### src/rtl/heavyhash_row_collector.sv
// Collects PE row sums over ROWS/NUM_PE passes, reduces each to a nibble,
// packs them into the product vector and returns product XOR job hash.
module heavyhash_row_collector #(
  parameter int NUM_PE = 16,
  parameter int ROWS   = 64,
  parameter int SHIFT  = 10
) (
  input  logic                   clk,
  input  logic                   rst,
  input  logic [4*ROWS-1:0]      hash_in,
  input  logic                   hash_valid,
  output logic                   hash_ready,
  input  logic                   pe_valid,
  input  logic [NUM_PE*14-1:0]   pe_sums,
  output logic                   pe_clr,
  output logic                   out_valid,
  input  logic                   out_ready,
  output logic [4*ROWS-1:0]      out_data,
  output logic                   err_unexpected
);

  localparam int PASSES = ROWS / NUM_PE;
  localparam int PCW    = (PASSES > 1) ? $clog2(PASSES) : 1;
  localparam int VW     = 4 * ROWS;
  localparam logic [PCW-1:0] LAST_PASS = PCW'(PASSES - 1);

  typedef enum logic [1:0] {
    ST_IDLE,
    ST_COLLECT,
    ST_OUTPUT
  } state_t;

  state_t          state_reg;
  logic [PCW-1:0]  pass_cnt_reg;
  logic [VW-1:0]   hash_reg;
  logic [VW-1:0]   prod_reg;
  logic [VW-1:0]   prod_next;
  logic [3:0]      nib [NUM_PE];

  // Each PE sum is scaled down and only the low nibble of the quotient is kept.
  genvar gi;
  generate
    for (gi = 0; gi < NUM_PE; gi++) begin : g_nib
      assign nib[gi] = 4'(pe_sums[14*gi +: 14] >> SHIFT);
    end
  endgenerate

  // Row r belongs to pass r/NUM_PE on lane r%NUM_PE; rows of other passes hold.
  generate
    for (gi = 0; gi < ROWS; gi++) begin : g_row
      localparam int PASS_OF = gi / NUM_PE;
      localparam int LANE    = gi % NUM_PE;
      assign prod_next[4*gi +: 4] = (pass_cnt_reg == PCW'(PASS_OF)) ? nib[LANE]
                                                                   : prod_reg[4*gi +: 4];
    end
  endgenerate

  assign hash_ready = (state_reg == ST_IDLE);

  always_ff @(posedge clk) begin
    if (rst) begin
      state_reg      <= ST_IDLE;
      pass_cnt_reg   <= '0;
      hash_reg       <= '0;
      prod_reg       <= '0;
      out_data       <= '0;
      out_valid      <= 1'b0;
      pe_clr         <= 1'b0;
      err_unexpected <= 1'b0;
    end else begin
      pe_clr <= 1'b0;
      case (state_reg)
        ST_IDLE: begin
          if (pe_valid) begin
            err_unexpected <= 1'b1;
          end
          if (hash_valid) begin
            hash_reg     <= hash_in;
            prod_reg     <= '0;
            pass_cnt_reg <= '0;
            state_reg    <= ST_COLLECT;
          end
        end

        ST_COLLECT: begin
          if (pe_valid) begin
            pe_clr   <= 1'b1;
            prod_reg <= prod_next;
            if (pass_cnt_reg == LAST_PASS) begin
              out_data  <= prod_next ^ hash_reg;
              out_valid <= 1'b1;
              state_reg <= ST_OUTPUT;
            end else begin
              pass_cnt_reg <= pass_cnt_reg + PCW'(1);
            end
          end
        end

        ST_OUTPUT: begin
          if (pe_valid) begin
            err_unexpected <= 1'b1;
          end
          // Result stays put until taken; IDLE (and hash_ready) follow one cycle later.
          if (out_ready) begin
            out_valid <= 1'b0;
            state_reg <= ST_IDLE;
          end
        end

        default: begin
          state_reg <= ST_IDLE;
        end
      endcase
    end
  end

endmodule

### config.mk
export PLATFORM = sky130hd
export DESIGN_NAME = heavyhash_row_collector
export DESIGN_NICKNAME = d
export VERILOG_FILES = /design/src/rtl/heavyhash_row_collector.sv
export SDC_FILE = /design/constraint.sdc
export NUM_CORES = 2
export LEC_CHECK = 0
export ABC_AREA = 0
export BUFFER_PORTS_ARGS = -buffer_cell sky130_fd_sc_hd__buf_2
export CORE_MARGIN = 5
export CORE_UTILIZATION = 36
export DETAILED_ROUTE_END_ITERATION = 12
export PLACE_DENSITY = 0.56
export SLEW_MARGIN = 5
export SYNTH_ARGS = -nofsm -noshare
export SYNTH_HDL_FRONTEND = slang
export SYNTH_SLANG_ARGS = --single-unit
### constraint.sdc
create_clock -name clk -period 1.8 [get_ports clk]
set_input_delay 0.36 -clock clk [delete_from_list [all_inputs] [get_ports clk]]
set_output_delay 0.36 -clock clk [all_outputs]
set_load 0.01 [all_outputs]
==> key figures <==
Pwr
  – Leak: around 18 nW
  – Tot Pwr: slightly above 40 mW
  – VDD IR max: ~0.8 mV
  – Power density cells: 890.7 mW/mm²

Critical path
  – CP Launch Type: flip-flop
  – Slowest CP cell: or4_1
  – CP max FO: 16
  – Worst setup EP type: flip-flop
  – CP cell instances: buf_6 > ha_4 > buf_12 > buf_4 > mux2i_2 > or4_1 > a21oi_2
  – Worst setup path class: flip-flop to flip-flop
  – Max stage delay on crit path: roughly 0.43 ns
  – Flop-to-flop setup slack: -0.02 ns
  – Crit path DAT: 2.36 ns
  – Req. time, crit path: between 2 and 2.5 ns

Route
  – Post-route ant nets: 0
  – Post-Route WL: ~110000 µm
  – First-pass iteration count of the detailed router: 5
  – DR vias: roughly 29000
  – Post-route DRC violation count: 0
  – Drt wl/cell: between 20 and 25 µm
  – DR iter-0 viols: slightly below 2000
  – Via-to-Cell Ratio: 5.208

Synthesis
  – Xor and xnor area share after synthesis: 0.07026
  – Synth Flop Type: dfxtp_1
  – Syn Std Cell Area: 0.03191 mm²
  – Distinct cells, synth: 27
  – Post-synth top area share: 0.4862
  – Synth top area cells: dfxtp_1, a21oi_1, mux2i_1, a22o_1, xnor2_1
  – Avg Inst Size Synth: just over 9 µm²
  – Synth Area in Compound Gates: 0.1928
  – Gate Count Post-Synth: around 3500
  – Synthesized Nets: roughly 3900
  – Post-Synth Simple-Gate Area: 0.1235
  – Synth Register Bits: between 700 and 800
  – Post-synth top cells: dfxtp_1, a21oi_1, nand2_1
  – Largest family of logic cells by synthesized area: compound AO/OA/AOI/OAI gates
  – Number of enable flip-flop cells after synthesis: 0
  – Largest area contributor in the netlist: dfxtp_1
  – Cell with the most instances after synthesis: dfxtp_1
  – Async S/R FF share, synth: 0
  – Sequential fraction of the synthesis area: 0.4862
  – Post-synthesis adder-cell area fraction: 0.001568
  – Mux contribution to synthesized area: 0.08073
  – Number of warning messages in the yosys log: 0

Global routing
  – Initial antenna violation count: 10
  – Gr usage total: 0.2146
  – First-pass GRT wire length: 163400 µm
  – Largest net degree at the start of global routing: between 100 and 150
  – Vias in the first global route: 28040
  – GRT overflow: 0

Clock tree
  – Clk buf depth: 3
  – TritonCTS clock tree: yes
  – CTS root buffer: clkbuf_16
  – CTS Sinks: 775
  – Htree depth: 3
  – Inserted Clock Buffers: between 80 and 90
  – Clock transition at path regs: around 0.06 ns
  – Clock latency on the worst-skew pair: between 0.6 and 0.7 ns

Die
  – Die height: a little over 300 µm
  – Rows: approximately 110
  – Initial core utilization: 0.3617
  – Placeable core area: about 0.088 mm²
  – Die Area: roughly 0.095 mm²
  – Die X-Extent: roughly 310 µm
  – Boundary pin count: ~750

Timing
  – RSZ-0062 raised after global routing: true
  – Fin crit period: approximately 1.8 ns
  – Max-slew headroom: 0.6710
  – Hold Violations, Final: 0
  – Peak Freq: around 550 MHz
  – Clock Skew: between 0.02 and 0.03 ns
  – Final count of pins violating max slew: 0
  – Final worst-path cycle share: 1.009
  – Setup-failing EPs final: 12
  – Setup slack after layout: -0.01705 ns
  – Worst-Margin Slew: approximately 0.48 ns

Cells and area
  – Area Overhead vs Synth: 42.19%
  – Layout cells sized above 1: 0.2726
  – Fin nets: ~4900
  – Layout Cells excl Fill: 5649

Run
  – Max Cap Viol: 0

Placed design
  – Post-DP HPWL: ~73000 µm
  – Routability cong.: just under 0.8
  – Port bufs: 584
  – Cell total after placement: about 5200

Run status
  – Status: complete, but fails checks
  – Failing checks: setup timing

Hold path
  – Hold Path Class: input pin to flip-flop
## layout make-up
class | instances | area (µm²)
inverter | 7 | 31.28
tap | 1165 | 1458
sequential | 775 | 15520
antenna | 9 | 22.52
fill | 8054 | 42860
clock inverter | 33 | 575.6
timing repair buffer | 1200 | 9779
multi-input combinational | 2336 | 15570
clock buffer | 124 | 2414
## worst max-delay path, delay by kind of cell (launching register included)
family,cells,cell delay (ns)
buffers and inverters,3,0.45
AND/OR/NAND/NOR,1,0.43
flip-flops,1,0.32
adder cells (fa/ha/maj),1,0.18
AO/OA/AOI/OAI,1,0.17
multiplexers,1,0.16
## worst paths after layout
check | startpoint | endpoint | depth (start not counted)
worst max register to register | pass_cnt_reg[1]$_SDFFE_PP0P_ | prod_reg[171]$_SDFFE_PP0P_ | 7
worst max-delay path | pass_cnt_reg[1]$_SDFFE_PP0P_ | prod_reg[171]$_SDFFE_PP0P_ | 7
worst min register to register | hash_reg[232]$_SDFFE_PP0P_ | hash_reg[232]$_SDFFE_PP0P_ | 2
worst min-delay path | hash_in[152] | hash_reg[152]$_SDFFE_PP0P_ | 3
## per-layer routing
layer | global-route usage | vias to the layer above | share of wire
met2 | 0.3753 | 793 | 0.49
met1 | 0.2751 | 14210 | 0.44
met4 | 0.06285 | 4 | 0.023
met5 | 0 | - | 0.00019
met3 | 0.03218 | 143 | 0.053
li1 | - | 14270 | -
## where the power goes
group	switching (mW)	internal, mW	total [mW]	leakage [nW]
clock network	7.39	11.3	18.7	1.45
logic	2.10	1.86	3.96	9.96
registers	0.247	17.5	17.8	6.29
## layout by cell type, fill, tap and decap left out, types with 72 or more instances in the layout
| cell | count |
|---|---|
| a21oi_1 | 495 |
| a22o_1 | 256 |
| buf_2 | 582 |
| buf_4 | 241 |
| clkbuf_16 | 102 |
| dfxtp_1 | 771 |
| dlygate4sd3_1 | 242 |
| mux2i_1 | 174 |
| mux2i_2 | 72 |
| nand2_1 | 514 |
| o21ai_0 | 258 |
| or4_1 | 246 |
| xnor2_1 | 256 |
## kinds of logic after synthesis
group	count (synthesis)
and+or+nand+nor	784
xor gates and xnor gates	256
muxes	257
adders and majority gates	4
buffers and inverters	349
DFF	775
AOI/OAI and AO/OA	1035
## through the flow
step                setup TNS, ns  area (µm²)  utilization  hold slack (ns)  setup slack, ns
detailed placement         -7.727       38170       0.4326           0.4585          -0.1086
floorplan                       0       31910            -           0.4488          0.04550
CTS                       -0.3308       44050       0.4992         0.002777         -0.03799
global route               -8.063       45370       0.5142          0.02058         -0.06440
finish                    -0.1080       45380       0.5142          0.04256         -0.01705
global placement           -5.490       38170       0.4326           0.4523         -0.09777
## repair_timing
| item | CTS | global route |
|---|---|---|
| setup endpoints to repair | 160 | 459 |
| pin swaps | 3 | 61 |
| gates resized for setup | 48 | 160 |
| endpoints found under the hold margin | 245 | 0 |
| hold buffers | 242 | 0 |
| gates cloned | 5 | 25 |
| setup buffers | 16 | 13 |
Power figures use the tool's default switching activity.
